### src/rtl/hex_display_pkg.sv
// rtl/hex_display_pkg.sv - shared seven-segment types, glyph constants and hex decoder
// Segment codes are active-low, bit order g..a (bit 6 = g, bit 0 = a).
package hex_display_pkg;

    typedef logic [6:0] seg_t;

    localparam seg_t SEG_BLANK = 7'h7F;
    // Not driven by the scanner yet; kept here so future display modes share it.
    localparam seg_t SEG_DASH  = 7'h3F;

    function automatic seg_t hex_to_seg(input logic [3:0] nibble);
        seg_t seg;
        case (nibble)
            4'h0:    seg = 7'h40;
            4'h1:    seg = 7'h79;
            4'h2:    seg = 7'h24;
            4'h3:    seg = 7'h30;
            4'h4:    seg = 7'h19;
            4'h5:    seg = 7'h12;
            4'h6:    seg = 7'h02;
            4'h7:    seg = 7'h78;
            4'h8:    seg = 7'h00;
            4'h9:    seg = 7'h10;
            4'hA:    seg = 7'h08;
            4'hB:    seg = 7'h03;
            4'hC:    seg = 7'h46;
            4'hD:    seg = 7'h21;
            4'hE:    seg = 7'h06;
            default: seg = 7'h0E;
        endcase
        return seg;
    endfunction

endpackage

### src/rtl/hex_seg_lut.sv
// rtl/hex_seg_lut.sv - combinational nibble to active-low seven-segment converter
// Ports:
//   nibble_i  in   4  hex digit value
//   seg_o     out  7  active-low segments, g..a
module hex_seg_lut
    import hex_display_pkg::*;
(
    input  logic [3:0] nibble_i,
    output seg_t       seg_o
);

    assign seg_o = hex_to_seg(nibble_i);

endmodule

### src/rtl/hex_scan_display.sv
// rtl/hex_scan_display.sv - time-multiplexed hex driver for common-anode seven-segment digits
// Ports:
//   clk_i         in   1             system clock
//   rst_i         in   1             synchronous active-high reset
//   value_i       in   4*NUM_DIGITS  packed nibbles, nibble k -> digit k
//   load_i        in   1             capture value_i/blank_i/lzs_en_i into shadows
//   blank_i       in   NUM_DIGITS    per-digit force-blank mask
//   lzs_en_i      in   1             leading-zero suppression enable
//   digit_sel_no  out  NUM_DIGITS    active-low one-hot anode enables
//   segments_no   out  7             active-low segments, g..a
//   frame_done_o  out  1             one-clock pulse when the last slot ends
module hex_scan_display
    import hex_display_pkg::*;
#(
    parameter int NUM_DIGITS   = 4,
    parameter int SCAN_DIV     = 1000,
    parameter int GUARD_CYCLES = 1
) (
    input  logic                    clk_i,
    input  logic                    rst_i,
    input  logic [4*NUM_DIGITS-1:0] value_i,
    input  logic                    load_i,
    input  logic [NUM_DIGITS-1:0]   blank_i,
    input  logic                    lzs_en_i,
    output logic [NUM_DIGITS-1:0]   digit_sel_no,
    output logic [6:0]              segments_no,
    output logic                    frame_done_o
);

    localparam int IDX_W = (NUM_DIGITS > 1) ? $clog2(NUM_DIGITS) : 1;
    localparam int CNT_W = $clog2(SCAN_DIV);

    logic [CNT_W-1:0]        prescaler_q, prescaler_d;
    logic [IDX_W-1:0]        index_q, index_d;
    logic [4*NUM_DIGITS-1:0] value_q, value_d;
    logic [NUM_DIGITS-1:0]   blank_q, blank_d;
    logic                    lzs_q, lzs_d;
    logic [NUM_DIGITS-1:0]   digit_sel_q, digit_sel_d;
    seg_t                    segments_q, segments_d;
    logic                    frame_done_q, frame_done_d;

    logic                    slot_end;
    logic                    last_digit;
    logic                    in_guard;
    logic                    zero_run;
    logic [NUM_DIGITS-1:0]   lz_mask;
    logic [3:0]              cur_nibble;
    logic                    cur_blank;
    seg_t                    cur_glyph;

    hex_seg_lut u_lut (
        .nibble_i (cur_nibble),
        .seg_o    (cur_glyph)
    );

    always_comb begin
        slot_end     = (prescaler_q == CNT_W'(SCAN_DIV - 1));
        last_digit   = (index_q == IDX_W'(NUM_DIGITS - 1));
        in_guard     = ({1'b0, prescaler_q} < (CNT_W + 1)'(GUARD_CYCLES));

        prescaler_d  = slot_end ? '0 : prescaler_q + CNT_W'(1);
        index_d      = index_q;
        if (slot_end) begin
            index_d = last_digit ? '0 : index_q + IDX_W'(1);
        end
        frame_done_d = slot_end && last_digit;

        value_d = value_q;
        blank_d = blank_q;
        lzs_d   = lzs_q;
        if (load_i) begin
            value_d = value_i;
            blank_d = blank_i;
            lzs_d   = lzs_en_i;
        end

        // Walk down from the top digit: a digit is suppressed only while
        // every nibble from the top down to it is zero. Digit 0 never is.
        lz_mask  = '0;
        zero_run = lzs_q;
        for (int k = NUM_DIGITS - 1; k >= 1; k--) begin
            zero_run   = zero_run && (value_q[k*4 +: 4] == 4'h0);
            lz_mask[k] = zero_run;
        end

        cur_nibble  = 4'h0;
        cur_blank   = 1'b0;
        digit_sel_d = '1;
        for (int k = 0; k < NUM_DIGITS; k++) begin
            if (index_q == IDX_W'(k)) begin
                cur_nibble = value_q[k*4 +: 4];
                cur_blank  = blank_q[k] || lz_mask[k];
                if (!in_guard) begin
                    digit_sel_d[k] = 1'b0;
                end
            end
        end

        segments_d = cur_blank ? SEG_BLANK : cur_glyph;
    end

    always_ff @(posedge clk_i) begin
        if (rst_i) begin
            prescaler_q  <= '0;
            index_q      <= '0;
            value_q      <= '0;
            blank_q      <= '0;
            lzs_q        <= 1'b0;
            digit_sel_q  <= '1;
            segments_q   <= SEG_BLANK;
            frame_done_q <= 1'b0;
        end else begin
            prescaler_q  <= prescaler_d;
            index_q      <= index_d;
            value_q      <= value_d;
            blank_q      <= blank_d;
            lzs_q        <= lzs_d;
            digit_sel_q  <= digit_sel_d;
            segments_q   <= segments_d;
            frame_done_q <= frame_done_d;
        end
    end

    assign digit_sel_no = digit_sel_q;
    assign segments_no  = segments_q;
    assign frame_done_o = frame_done_q;

endmodule

### config.mk
export PLATFORM = sky130hd
export DESIGN_NAME = hex_scan_display
export DESIGN_NICKNAME = d
export VERILOG_FILES = /design/src/rtl/hex_display_pkg.sv /design/src/rtl/hex_seg_lut.sv /design/src/rtl/hex_scan_display.sv
export SDC_FILE = /design/constraint.sdc
export NUM_CORES = 1
export LEC_CHECK = 0
export ABC_AREA = 1
export CAP_MARGIN = 30
export CORE_MARGIN = 5
export CORE_UTILIZATION = 33
export DETAILED_ROUTE_END_ITERATION = 8
export PLACE_DENSITY = 0.53
export SLEW_MARGIN = 0
export SYNTH_ARGS = -nofsm -noshare
export SYNTH_HDL_FRONTEND = slang
export SYNTH_SLANG_ARGS = --single-unit
### constraint.sdc
create_clock -name clk_i -period 4 [get_ports clk_i]
set_input_delay 0.4 -clock clk_i [delete_from_list [all_inputs] [get_ports clk_i]]
set_output_delay 0.4 -clock clk_i [all_outputs]
set_load 0.02 [all_outputs]
==> results of run 1 <==
[metal layers]
| layer | vias up | part of all wire, % | GRT usage, % |
|---|---|---|---|
| li1 | 1008 | - | - |
| met1 | 805 | 48 | 14.3 |
| met2 | 25 | 45 | 19.1 |
| met3 | 8 | 4.8 | 3.17 |
| met4 | 0 | 1.5 | 4.09 |
| met5 | - | 0 | 0 |
[state kept, by name (all words and copies together), names as in the netlist]
name / count
blank_q: 4
frame_done_o: 1
prescaler_q: 10
lzs_q: 1
segments_no: 7
index_q: 2
value_q: 16
digit_sel_no: 4
[logic make-up after synthesis]
| group | count (synthesis) | share of synthesized area (%) |
|---|---|---|
| compound gates | 48 | 12.4 |
| fa+ha+maj | 12 | 7.00 |
| simple gates | 150 | 30.3 |
| flops | 45 | 42.0 |
| buf+inv | 38 | 7.06 |
| xor+xnor | 3 | 1.23 |
[final timing paths]
check | endpoint | slack (ns) | cells after the start
setup reg to reg | segments_no[3] | 1.89 | 12
hold reg to reg | prescaler_q[0] | 0.47 | 1
hold / removal | prescaler_q[0] | 0.47 | 1
setup / recovery | value_q[15] | 1.83 | 4
[where the power goes]
part	internal, mW	total [mW]	switching, mW
registers	0.473	0.485	0.0125
logic	0.0631	0.136	0.0728
clock network	0.137	0.279	0.141
[final cells by class]
cell class | count | area (µm²)
fillers | 640 | 3710
multi-input cells | 213 | 1090
flip-flops and latches | 45 | 901
repair buffers | 35 | 350
inverters | 30 | 118
well taps | 77 | 96.3
clock buffers | 7 | 86.3
[cell usage in the layout, fill, tap and decap left out, types with 3 or more instances in the layout]
cell              n
ha_1             12
nand2_1          60
a21oi_1          16
nor3_1            4
dfxtp_1          45
nor2_1           52
o21ai_0          23
o21ai_1           4
nand3_1          19
inv_2             5
clkbuf_8          6
clkdlybuf4s50_1  35
inv_1            22
nand2_2           4
a21oi_2           3
[worst max-delay path, delay by kind of cell]
kind / cells / cell delay [ns]
AOI/OAI and AO/OA: 2 / 0.44
buffers and inverters: 2 / 1.47
[per-stage QoR]
| stage | hold WS, ns | util, % |
|---|---|---|
| 6_report | 0.469 | 41.6 |
| 5_1_grt | 0.491 | 41.6 |
| 4_1_cts | 0.474 | 41.6 |
| 3_5_place_dp | 0.456 | 40.3 |
| 3_3_place_gp | 0.455 | 40.3 |
| 2_1_floorplan | 0.430 | - |
==> results.toml, run 1 <==
[floorplan]
fp.dieArea_um2 = 8210
fp.dieH_um = 90.6
fp-row-count = 29
io_pins = 36
initial_utilization_pct = 33.8
coreArea_um2 = 6350
die_x_um = 90.6

[critical_path]
cp-start-kind = "input pin"
worstPathCellList = "clkdlybuf4s50_1 > clkinv_1 > o21ai_0 > a21oi_1"
critical_path.startpoint = "load_i"
arrival_ns = 2.32
r2r_start = "index_q[0]"
path_class = "input pin to flop"
slowest_stage = "clkdlybuf4s50_1"
path_max_fanout = 27
cp.required_ns = 4.16
worst_setup_path_end_kind = "flop"
max_stage_delay_ns = 0.77

[run]
drv_cap = 0

[clock_network]
h-tree-depth = 2
ctsResizeCount = 0
clock_latency_ns = 0.29
holdBufCountCts = 0
cts_made_buffers = 5
clock_path_buffers = 2
clock_sinks = 45
root_buffer = "clkbuf_8"
clk_pin_slew_worst_paths_ns = 0.07
post-cts-setup-buffers = 0
cts_tree = "yes"

[placed_design]
place_inst = 400
dp_slack_ns = 1.50
place_congestion = 0.846
placed_area_um2 = 2560
dp_hpwl_um = 3400
portBuffers = 35

[timing]
hold_viol = 0
skew_ns = 0.00609
fmax_mhz = 462
setup_viol = 0
period_share_pct = 54.1
min_period_ns = 2.17
rsz0062_at_grt = "no"
tightest_slew_ns = 0.766
drv_slew = 0
setup_tns_ns = 0
timing.final.ws_setup_ns = 1.83
slew_headroom_pct = 48.8

[routing]
antenna_left = 0
remaining_drc_errors = 0
viasPerCell = 4.54
wl_per_cell_um = 11.3
drt_iter0_markers = 48
vias = 1846
dr.pass1.iters = 4
wl_um = 4590

[final_layout]
final_cells = 407
nets = 366
area_growth_pct = 23.3
n_antenna_cell = 0
final_layout_size_suffix_gt1_share_pct = 7.88
stdcell_area_um2 = 2640

[grt]
antenna_found_initial = 0
grt_use_total_pct = 11.6
grt_pass1_wl_um = 7880
grt_start_max_net_pins = 30
grt_pass1_vias = 1753
overflow = 0

[power]
vdd_ir_drop_max_v = 0.000153
power_mw = 0.900
pwr_density_cell_nw_per_um2 = 340
p_leak_nw = 1.09

[yosys]
synth_cells = 296
yosysSeqAreaShare_pct = 42.0
yosysUniqueCellTypes = 30
synth-main-ff-cell = "dfxtp_1"
postSynthAreaPerCell_um2 = 7.25
ys_async_sr_fraction_pct = 0
synth_fp_nets = 332
yosysMostFrequentCell = "nand2_1"
ys_seq_elements = 45
yosysWarnings = 0
synth.top_cell.area_share_pct = 42.0
synth-edff-count = 0
yosys-top-cells-area = "dfxtp_1 42%, nand2_1 11%, nor2_1 9.1%"
synth_common_cells = "60 x nand2_1, 52 x nor2_1, 45 x dfxtp_1, 23 x o21ai_0, 22 x inv_1"
synthesis.area_um2 = 2140
yosysTopAreaCell = "dfxtp_1"

[hold_path]
hp-class = "flop to flop"
min-delay-start = "prescaler_q[0]"

[status]
status = "complete, no violations"
Note: power is estimated with default switching activity, not from simulation.
==> run 2, diff against run 1 <==
==> constraint.sdc (replaced) <==
create_clock -name clk_i -period 2 [get_ports clk_i]
set_input_delay 0.2 -clock clk_i [delete_from_list [all_inputs] [get_ports clk_i]]
set_output_delay 0.2 -clock clk_i [all_outputs]
set_load 0.02 [all_outputs]
==> run 2 against run 1 <==
Via count is 2.3% higher. Cell count rose by 2.2%. Die area unchanged.
==> results.toml, run 2 (synthesis gave the netlist of run 1 again) <==
[grt]
grt_pass1_vias = 1855
grt_pass1_wl_um = 8420
antenna_found_initial = 0
grt_use_total_pct = 12.3
overflow = 0
grt_start_max_net_pins = 26

[critical_path]
worstPathCellList = "inv_4 > ha_4 > inv_2 > nand2_1 > nand3_2 > a21oi_4 > inv_2 > ha_1 > nand3_1 > nand3_1 > nand2_1 > inv_1 > nand2_1"
critical-path-top-delay-family = "simple AND/OR/NAND/NOR gates"
worst_setup_path_end_kind = "flop"
timing.critical_path.mode_cell = "nand2_1"
path_depth = 13
max_stage_delay_ns = 0.38
slowest_stage = "dfxtp_4"
crit_buf_inv = 4
path_max_fanout = 6
cp-start-kind = "flop"
path_class = "flop to flop"
r2r_cells = 13
arrival_ns = 2.04
r2r_setup_slack_ns = 0.14
cp.required_ns = 2.17

[power]
vdd_ir_drop_max_v = 0.000399
pwr_density_cell_nw_per_um2 = 702
p_leak_nw = 1.14

[final_layout]
nFillCells = 642
n_antenna_cell = 0
regMostFlops = "value_q"
area_growth_pct = 30.9
layout_commonest_cell = "nand2_1"
nets = 374
final_layout_size_suffix_gt1_share_pct = 13.6
final_util_pct = 44.2
largest_reg_flops = 16
most-common-layout-cells = "59 x nand2_1, 52 x nor2_1, 43 x dfxtp_1"

[clock_network]
cts_made_buffers = 5
h-tree-depth = 2
root_buffer = "clkbuf_8"
clk_pin_slew_worst_paths_ns = 0.09
cts_tree = "yes"
clock_sinks = 45
clock_path_buffers = 2
clock_latency_ns = 0.30

[routing]
antenna_left = 0
viasPerCell = 4.54
wl_um = 4870
drt_iter0_markers = 96
wl_per_cell_um = 11.7
vias = 1889
dr.pass1.iters = 6
remaining_drc_errors = 0

[hold_path]
hold_depth = 1
hp-class = "flop to flop"

[placed_design]
portBuffers = 35
dp_hpwl_um = 3660
place_congestion = 0.874

[floorplan]
fp.dieH_um = 90.6
fp-row-count = 29
die_x_um = 90.6
fp.dieArea_um2 = 8210
initial_utilization_pct = 33.8
coreArea_um2 = 6350
io_pins = 36

[timing]
hold_viol = 0
tightest_slew_ns = 0.316
fmax_mhz = 537
setup_viol = 0
slew_headroom_pct = 78.9
skew_ns = 0.00831
drv_slew = 0
rsz0062_at_grt = "yes"
setup_tns_ns = 0
period_share_pct = 93.1
min_period_ns = 1.86
fin_hold_ws_ns = 0.476

[run]
drv_cap = 0

[status]
status = "complete, no violations"
-- run 2: per-stage QoR --
step	setup WS, ns	power (mW)	std cells	area, µm²
after floorplan	0.151	1.15	296	2140
after global placement	0.0751	1.28	406	2600
after detailed placement	0.00432	1.28	406	2600
after CTS	0.0229	2.00	414	2730
after global routing	-0.0360	2.07	416	2810
final	0.139	1.97	416	2810
-- run 2: timing repair --
item | CTS | global route
pin swaps | 0 | 1
setup buffers | 0 | 2
hold buffers | 0 | 0
endpoints found under the setup margin | 1 | 7
gates resized for setup | 2 | 16
-- run 2: cell type report --
| type | count | area, µm² | area share [%] |
|---|---|---|---|
| Inverter | 30 | 123 | 4.37 |
| Clock inverter | 2 | 37.5 | 1.34 |
| Sequential cell | 45 | 908 | 32.4 |
| Clock buffer | 6 | 82.6 | 2.94 |
| Timing Repair Buffer | 43 | 410 | 14.6 |
| Multi-Input combinational cell | 213 | 1150 | 40.9 |
| Tap cell | 77 | 96.3 | 3.43 |
-- run 2: power breakdown --
group          switching [mW]  total, mW  internal [mW]
Sequential             0.0281      0.971          0.943
Clock                   0.307      0.714          0.406
Combinational           0.150      0.285          0.135
Total                   0.486       1.97           1.48
-- run 2: worst paths after layout --
| check | start | endpoint |
|---|---|---|
| worst max-delay path | index_q[1] | segments_no[3] |
| worst min-delay path | prescaler_q[0] | prescaler_q[0] |
| worst max register to register | index_q[1] | segments_no[3] |
| worst min register to register | prescaler_q[0] | prescaler_q[0] |
-- run 2: per-layer routing --
metal	wire, µm	part of all wire, %	track usage [%]
met1	2400	49	15.9
met4	57	1.2	4.47
met2	2180	45	19.7
met5	0	0	0
met3	244	5.0	3.33
